<file path="src/rtl/alu_pkg.sv">
// alu_pkg: shared types and constants for the alu_ctrl slice.
//   op_t    - 3-bit opcode encoding driven on cmd_op
//   state_t - alu_ctrl sequencing states
//   DATA_W  - operand/result width
//   REGS    - register-file depth, REG_AW its address width
package alu_pkg;

    localparam int DATA_W = 16;
    localparam int REGS   = 8;
    localparam int REG_AW = $clog2(REGS);

    typedef enum logic [2:0] {
        OP_AND = 3'd0,
        OP_OR  = 3'd1,
        OP_XOR = 3'd2,
        OP_ADD = 3'd3,
        OP_SUB = 3'd4,
        OP_NOT = 3'd5,
        OP_SHL = 3'd6,
        OP_SHR = 3'd7
    } op_t;

    typedef enum logic [1:0] {
        S_IDLE  = 2'd0,
        S_READ  = 2'd1,
        S_EXEC  = 2'd2,
        S_WRITE = 2'd3
    } state_t;

endpackage

</file>
<file path="src/rtl/alu16.sv">
// alu16: combinational ALU core.
//   a, b : operands (W bits)
//   op   : opcode (op_t encoding)
//   y    : result, modulo 2^W
//   c    : carry/borrow/shifted-out bit, only present with ALU_CTRL_FLAGS_EN
// Logic ops and NOT report c = 0. SUB reports the borrow (1 when a < b unsigned).
module alu16
    import alu_pkg::*;
#(
    parameter int W = DATA_W
) (
    input  logic [W-1:0] a,
    input  logic [W-1:0] b,
    input  logic [2:0]   op,
`ifdef ALU_CTRL_FLAGS_EN
    output logic         c,
`endif
    output logic [W-1:0] y
);

    always_comb begin
        y = '0;
`ifdef ALU_CTRL_FLAGS_EN
        c = 1'b0;
`endif
        case (op_t'(op))
            OP_AND: y = a & b;
            OP_OR:  y = a | b;
            OP_XOR: y = a ^ b;
            OP_ADD: begin
`ifdef ALU_CTRL_FLAGS_EN
                {c, y} = {1'b0, a} + {1'b0, b};
`else
                y = a + b;
`endif
            end
            OP_SUB: begin
                // The extra top bit of a (W+1)-bit difference is the borrow.
`ifdef ALU_CTRL_FLAGS_EN
                {c, y} = {1'b0, a} - {1'b0, b};
`else
                y = a - b;
`endif
            end
            OP_NOT: y = ~a;
            OP_SHL: begin
                y = {a[W-2:0], 1'b0};
`ifdef ALU_CTRL_FLAGS_EN
                c = a[W-1];
`endif
            end
            OP_SHR: begin
                y = {1'b0, a[W-1:1]};
`ifdef ALU_CTRL_FLAGS_EN
                c = a[0];
`endif
            end
            default: y = '0;
        endcase
    end

endmodule

</file>
<file path="src/rtl/alu_ctrl.sv">
// alu_ctrl: multi-cycle control unit around alu16 with an internal register file.
//   clk, rst            : clock, synchronous active-high reset
//   cmd_valid/cmd_ready : command handshake; transfer when both are high
//   cmd_op, cmd_rd/ra/rb: opcode, destination and source registers
//   load_valid/addr/data: direct register write, honoured only in IDLE
//   dbg_addr / dbg_data : combinational register-file read port
//   done                : one-cycle pulse in the WRITE state
//   result, zero, carry : last written result and its flags
// Handshake: a command transfers on a rising edge where cmd_valid and
// cmd_ready are both high; cmd_ready is only high in IDLE with no load
// pending, so a simultaneous load always wins and the command waits.
// Sequence per command: IDLE -> READ -> EXEC -> WRITE -> IDLE (4 cycles).
// Build option ALU_CTRL_FLAGS_EN: when defined, zero/carry are registered at
// WRITE; when undefined, the flag logic is absent and both outputs read 0.
module alu_ctrl
    import alu_pkg::*;
#(
    parameter int DATA_W = alu_pkg::DATA_W,
    parameter int REGS   = alu_pkg::REGS,
    localparam int AW    = $clog2(REGS)
) (
    input  logic              clk,
    input  logic              rst,
    input  logic              cmd_valid,
    output logic              cmd_ready,
    input  logic [2:0]        cmd_op,
    input  logic [AW-1:0]     cmd_rd,
    input  logic [AW-1:0]     cmd_ra,
    input  logic [AW-1:0]     cmd_rb,
    input  logic              load_valid,
    input  logic [AW-1:0]     load_addr,
    input  logic [DATA_W-1:0] load_data,
    input  logic [AW-1:0]     dbg_addr,
    output logic [DATA_W-1:0] dbg_data,
    output logic              done,
    output logic [DATA_W-1:0] result,
    output logic              zero,
    output logic              carry
);

    state_t            state;
    state_t            state_nx;

    logic [2:0]        op_q;
    logic [AW-1:0]     rd_q;
    logic [AW-1:0]     ra_q;
    logic [AW-1:0]     rb_q;
    logic [DATA_W-1:0] a_q;
    logic [DATA_W-1:0] b_q;
    logic [DATA_W-1:0] res_q;
    logic [DATA_W-1:0] result_q;
    logic [DATA_W-1:0] regs [REGS];
    logic [DATA_W-1:0] alu_y;

`ifdef ALU_CTRL_FLAGS_EN
    logic              alu_c;
    logic              c_q;
    logic              zero_q;
    logic              carry_q;
`endif

    alu16 #(.W(DATA_W)) u_alu (
        .a  (a_q),
        .b  (b_q),
        .op (op_q),
`ifdef ALU_CTRL_FLAGS_EN
        .c  (alu_c),
`endif
        .y  (alu_y)
    );

    always_comb begin
        state_nx  = state;
        cmd_ready = 1'b0;
        done      = 1'b0;
        case (state)
            S_IDLE: begin
                cmd_ready = !load_valid;
                if (cmd_valid && !load_valid) state_nx = S_READ;
            end
            S_READ:  state_nx = S_EXEC;
            S_EXEC:  state_nx = S_WRITE;
            S_WRITE: begin
                // A reset landing on WRITE suppresses the write-back, so the
                // pulse is suppressed with it.
                done     = !rst;
                state_nx = S_IDLE;
            end
            default: state_nx = S_IDLE;
        endcase
    end

    always_ff @(posedge clk) begin
        if (rst) state <= S_IDLE;
        else     state <= state_nx;
    end

    always_ff @(posedge clk) begin
        if (rst) begin
            for (int i = 0; i < REGS; i++) regs[i] <= '0;
            op_q     <= '0;
            rd_q     <= '0;
            ra_q     <= '0;
            rb_q     <= '0;
            a_q      <= '0;
            b_q      <= '0;
            res_q    <= '0;
            result_q <= '0;
`ifdef ALU_CTRL_FLAGS_EN
            c_q      <= 1'b0;
            zero_q   <= 1'b1;
            carry_q  <= 1'b0;
`endif
        end else begin
            case (state)
                S_IDLE: begin
                    if (load_valid) begin
                        regs[load_addr] <= load_data;
                    end else if (cmd_valid) begin
                        op_q <= cmd_op;
                        rd_q <= cmd_rd;
                        ra_q <= cmd_ra;
                        rb_q <= cmd_rb;
                    end
                end
                S_READ: begin
                    // Operands are captured before this command's write-back,
                    // so ra/rb == rd always sees the old value.
                    a_q <= regs[ra_q];
                    b_q <= regs[rb_q];
                end
                S_EXEC: begin
                    res_q <= alu_y;
`ifdef ALU_CTRL_FLAGS_EN
                    c_q   <= alu_c;
`endif
                end
                S_WRITE: begin
                    regs[rd_q] <= res_q;
                    result_q   <= res_q;
`ifdef ALU_CTRL_FLAGS_EN
                    zero_q     <= (res_q == '0);
                    carry_q    <= c_q;
`endif
                end
                default: ;
            endcase
        end
    end

    assign dbg_data = regs[dbg_addr];
    assign result   = result_q;

`ifdef ALU_CTRL_FLAGS_EN
    assign zero  = zero_q;
    assign carry = carry_q;
`else
    assign zero  = 1'b0;
    assign carry = 1'b0;
`endif

endmodule

</file>
<file path="config.mk">
export PLATFORM = sky130hd
export DESIGN_NAME = alu_ctrl
export DESIGN_NICKNAME = d
export VERILOG_FILES = /design/src/rtl/alu_pkg.sv /design/src/rtl/alu16.sv /design/src/rtl/alu_ctrl.sv
export SDC_FILE = /design/constraint.sdc
export NUM_CORES = 1
export LEC_CHECK = 0
export CORE_ASPECT_RATIO = 1.2
export CORE_MARGIN = 2
export CORE_UTILIZATION = 49
export DETAILED_ROUTE_END_ITERATION = 10
export DONT_BUFFER_PORTS = 1
export GPL_TIMING_DRIVEN = 0
export PLACE_DENSITY = 0.74
export SYNTH_ARGS = -nofsm -noshare
export SYNTH_HDL_FRONTEND = slang
export SYNTH_SLANG_ARGS = --single-unit
</file>
<file path="constraint.sdc">
create_clock -name clk -period 6.7 [get_ports clk]
set_input_delay 0.335 -clock clk [delete_from_list [all_inputs] [get_ports clk]]
set_output_delay 0.335 -clock clk [all_outputs]
set_load 0.02 [all_outputs]
</file>
## Word level (Yosys, flattened, before mapping)

Memories as Yosys holds them, arrays and structs flattened. A register that Yosys moved wholly into a read port is not among the register bits.
Cells that the tools add are included.

| word-level totals | value |
|---|---|
| register bits after elaboration | 46 |
| bits in writable memories | 128 |
| input port bits | 38 |
| output and inout bits | 36 |
| word-level logic and storage cells | 54 |
| memories | 1 |

| operators by class | value |
|---|---|
| add/sub/neg operators | 2 |
| equality and inequality tests | 11 |
| mux-type cells | 20 |
| bitwise logic cells | 5 |
| reduce and logical (&&, ||, !) cells | 8 |

Memory list:

| name | depth | width | rd ports | clocked after memory_dff | write ports | RTL line | text |
|---|---|---|---|---|---|---|---|
| regs | 8 | 16 | 3 | 2 | 8 | alu_ctrl.sv:52 | `logic [DATA_W-1:0] regs [REGS];` |

Operators with widths:

| operator | count |
|---|---|
| 16-bit case mux with 8 select lines | 1 |
| 16-bit 2-to-1 mux | 2 |
| 16-bit OR reduction | 2 |
| 16-bit adder | 1 |
| 16-bit bitwise AND | 1 |
| 16-bit inverter | 1 |
| 16-bit bitwise OR | 1 |
| 16-bit subtractor | 1 |
| 16-bit XOR | 1 |
| 1-bit 2-to-1 mux | 13 |
| 3-bit == test (second input constant) | 4 |
| 2-bit case mux with 4 select lines | 1 |
| 3-bit by 2-bit == test with 1-bit output (second input constant) | 2 |
| 3-bit 2-to-1 mux | 2 |
| 2-bit == test (second input constant) | 2 |
| 3-bit by 1-bit == test with 1-bit output (second input constant) | 1 |
| 3-bit zero test | 1 |
| 3-bit AND reduction | 1 |
| 2-bit by 1-bit == test with 1-bit output (second input constant) | 1 |
| 1-bit zero test | 2 |
| 2-bit zero test | 1 |
| 2-bit 2-to-1 mux | 1 |
| 2-bit inequality test (second input constant) | 1 |
| 1-bit logical AND | 1 |
| 1-bit inverter | 1 |

## Longest topological paths before layout

| logic depth | value |
|---|---|
| word-level depth | 7 |
| depth in mapped cells | 13 |
| gate-level depth less buffers | 13 |

## By module

A second synthesis with hierarchy kept.

| unflattened totals | value |
|---|---|
| cells, all modules | 1,246 |
| area total of the unflattened synthesis | 13,177.6 µm² |

Modules (own cells, without submodules):

| module | instances | cells each | area an instance (µm²) | sequential area each (µm²) |
|---|---|---|---|---|
| alu_ctrl | 1 | 885 | 10,735.3 | 5,405.2 |
| alu16 | 1 | 361 | 2,442.3 | 0.0 |

## Least setup slack after synthesis

No wires, ideal clock.

| timing | value |
|---|---|
| path kind | reg2reg |
| start | register b_q[2] (read register of regs) |
| end | register res_q[8] |
| library setup time | 0.103 ns |
| arrival time | 2.950 ns |
| data required time | 6.597 ns |
| slack | 3.646 ns |
| cell stages (with the launch flop) | 12 |
| buffers on the path | 0 |
| clock period less this slack | 3.054 ns |
| path through | dfxtp_1 -> or3_1 -> nand2b_1 -> o31ai_1 -> xnor2_1 -> ha_1 -> nand2_2 -> or4b_4 -> o21ai_0 -> xor2_1 -> o221a_2 -> a2111oi_2 |

| on the way | value |
|---|---|
| cells in the longest elaborated chain, start to end | 2 |
| elaborated cells on any way between the ends | 3 |
| those cells by class | 2 x add/sub; 1 x mux |

RTL lines:

| item | RTL line | text |
|---|---|---|
| start, declared | alu_ctrl.sv:49 | `logic [DATA_W-1:0] b_q;` |
| 16-bit subtractor / 16-bit adder (equally long branches) | alu16.sv:42, alu16.sv:34 |  |
| 16-bit case mux with 8 select lines (*) | alu16.sv:26 | `case (op_t'(op))` |
| end signal, assigned | alu_ctrl.sv:133 | `res_q <= alu_y;` |
| end, declared | alu_ctrl.sv:50 | `logic [DATA_W-1:0] res_q;` |

Mark *: on every way between the ends. The rest lies on a longest branch, timed or not.
A chain may end at the register's enable or synchronous reset.

## Worst setup path after layout

| timing | value |
|---|---|
| start | register b_q[2] (read register of regs) |
| end | register res_q[15] |

The elaborated chain is that of the path after synthesis.

==> metrics.txt <==
clk slew on worst S/H paths=0.07 ns; VDD IR max=186 uV; Cell variety after synth=63; Post-Place Cells=1,480; Root Driver=clkbuf_16; drt first-iter violations=846; number of port buffers=0; Total Power=0.00541 W; CTS tree=done; Num CTS Buffers=21; CP required=7.11 ns; CP Max Fanout=7; Slew HR=0.316; Hold Vio Cnt, Final=0; fin crit share=0.539; met1 Use GR=0.322; Worst R2R Start=b_q[2]; fraction of layout cells with a size suffix above 1=0.162; Placer Congestion=0.959; Max H-tree Level=1; Die Wd=152 um; HP Class=primary input to register; R2R cell count=11; Setup WS post-layout=3.09 ns; Rows=64; r2r setup slk=3.09 ns; Post-CTS Resized=0; register area share after synthesis=0.422; TritonCTS Sinks=206; Leak=5.10 nW; Post-Syn Area per Cell=11.1 sq um; Data arrival, critical path=4.02 ns; drt via density=6.39; Clock Skews=0.0157 ns; met3 Usage GRT=0.0412; Bufs on Longest Clock Path=3; worst-margin pin slew=0.997 ns; TritonRoute pass-1 iters=5; Final min period=3.61 ns; Post-synth EDFFs=128; Total Neg Setup Slack=0 ns; pin count of the biggest net entering global routing=17; Post-Syn Area=12,800 sq um; dpl ws=3.23 ns; Gate Count Post-Synth=1,149; DPL Wire Length=28,700 um; vias in the first global route=9,748; residual DRC count=0; CP endpoint kind=register; Post-Layout Cell Count=1,524; # Max-Cap Violations=0; HP Start=cmd_rb[1]; clk_lat worst skew=0.50 ns; pwr/cell area=388 nW/um^2; global-route wire length before repair=55,800 um; die area=27,400 sq um; Crit Path Class=register to register; Die Height=181 um; initial core utilization=0.500; worst reg2reg path endpoint=res_q[15]; Setup violations, final=0; Post-synth ARST share=0; drt wl/cell=23.8 um; yosys warns=0; Synth Flop Type=edfxtp_1; nets=1,270; crit path launch type=register; GR Layer Usage met2=0.469; core area=25,600 sq um; most frequent cells in the layout=245 x nor2_1, 128 x edfxtp_1, 97 x mux4_2; GRT Total Usage=0.267; outcome=finished clean; most common cell after layout, fill and taps aside=nor2_1; initial antenna violation count=1; via count=9,739; Top-Level Pins=74; routed wire length=36,300 um; cell depth of the worst hold path=2; worst hold endpoint=rb_q[1]; Most Crowded Layer GR=met2; fmax=277 MHz; grt total ovfl=0; post-route ant nets=0; Syn-to-layout area delta=8.92%; RSZ-0062 raised after global routing=no; final slew viol count=0; Yosys reg bits=206
synth_stat cells (4+ instances only):
| cell type | instances | area share |
|---|---|---|
| nor2_1 | 245 | 0.072 |
| a221oi_1 | 10 | 0.0068 |
| clkbuf_1 | 40 | 0.012 |
| o21ai_0 | 38 | 0.015 |
| o21a_1 | 8 | 0.0047 |
| o22ai_1 | 8 | 0.0039 |
| o31ai_1 | 6 | 0.0035 |
| inv_1 | 45 | 0.013 |
| o32ai_1 | 6 | 0.0041 |
| nor3_1 | 10 | 0.0039 |
| buf_1 | 9 | 0.0026 |
| mux2_2 | 22 | 0.019 |
| xnor2_1 | 18 | 0.012 |
| a31oi_1 | 6 | 0.0029 |
| nand2b_1 | 24 | 0.012 |
| nor2b_1 | 10 | 0.0049 |
| ha_1 | 52 | 0.051 |
| edfxtp_1 | 128 | 0.30 |
| buf_2 | 30 | 0.012 |
| dfxtp_1 | 78 | 0.12 |
| nand4_1 | 4 | 0.0020 |
| or3_1 | 6 | 0.0029 |
| mux2i_1 | 80 | 0.063 |
| mux4_2 | 97 | 0.17 |
| nand3_1 | 7 | 0.0027 |
| a211oi_1 | 41 | 0.024 |
| a21oi_1 | 27 | 0.011 |
| nand2_1 | 41 | 0.012 |
| a21o_1 | 5 | 0.0029 |
worst max-delay path, cell delays in order (launching register included):
cell and delay (ns):
dfxtp_1 0.36, or3_1 0.44, nor3b_1 0.55, nor2_1 0.11, xnor2_1 0.16, ha_1 0.34, a21oi_1 0.31, nand2_1 0.11
o211a_1 0.30, o21ai_0 0.47, xnor2_1 0.15, o31ai_1 0.22
logic make-up (layout without fill, tap and decap cells):
group / after synthesis / after routing / synth area share
compound gates: 181 / 181 / 0.0967
xor+xnor: 20 / 20 / 0.0137
simple gates: 363 / 363 / 0.122
flops: 206 / 206 / 0.422
other cells: 1 / 3 / 0.000293
mux: 199 / 199 / 0.253
buf+inv: 126 / 169 / 0.0405
fa+ha+maj: 53 / 53 / 0.0524
power by group:
part | internal [W] | switching (W)
sequential | 0.00153 | 0.000243
combinational | 0.00102 | 0.00146
clock | 0.000654 | 0.000499
worst max path at each step:
| stage | endpoint | startpoint | slack, ns | cells after the start |
|---|---|---|---|---|
| global route | res_q[15] | b_q[2] | 2.96 | 11 |
| global placement | res_q[15] | b_q[2] | 3.15 | 12 |
| finish | res_q[15] | b_q[2] | 3.09 | 11 |
| detailed placement | res_q[15] | b_q[2] | 3.23 | 11 |
| floorplan | res_q[8] | b_q[2] | 3.65 | 11 |
| CTS | res_q[15] | b_q[2] | 3.18 | 11 |
layout make-up:
type	instances	area (sq um)
fill	2240	11700
multi-input combinational	818	6880
sequential	206	5410
clock buffer	29	586
tap	330	413
buffer	81	349
inverter	45	169
clock inverter	8	77.6
timing repair buffer	6	60.1
antenna	1	2.50
layer usage:
metal | part of all wire | vias up
met5 | 0 | -
met2 | 0.51 | 529
met3 | 0.081 | 117
met1 | 0.36 | 4753
met4 | 0.048 | 0
li1 | - | 4340
repair_timing:
item	4_1_cts	5_1_grt
hold buffers	6	0
endpoints found under the hold margin	6	0
setup buffers	0	0
metrics by stage:
| stage | cell area [sq um] | util | hold slack (ns) |
|---|---|---|---|
| after CTS | 13900 | 0.544 | 0.00231 |
| after floorplan | 12800 | - | 0.465 |
| after global placement | 13200 | 0.516 | 0.480 |
| after detailed placement | 13200 | 0.516 | 0.494 |
| after global routing | 13900 | 0.544 | 0.0150 |
| final | 13900 | 0.544 | 0.00832 |
sequential cells by signal, indices dropped and copies added (netlist names), 3 cells and up:
name    flops
res_q      16
rb_q        3
op_q        3
rd_q        3
result     16
b_q        16
ra_q        3
regs      128
a_q        16
(Power assumes the default switching activity.)
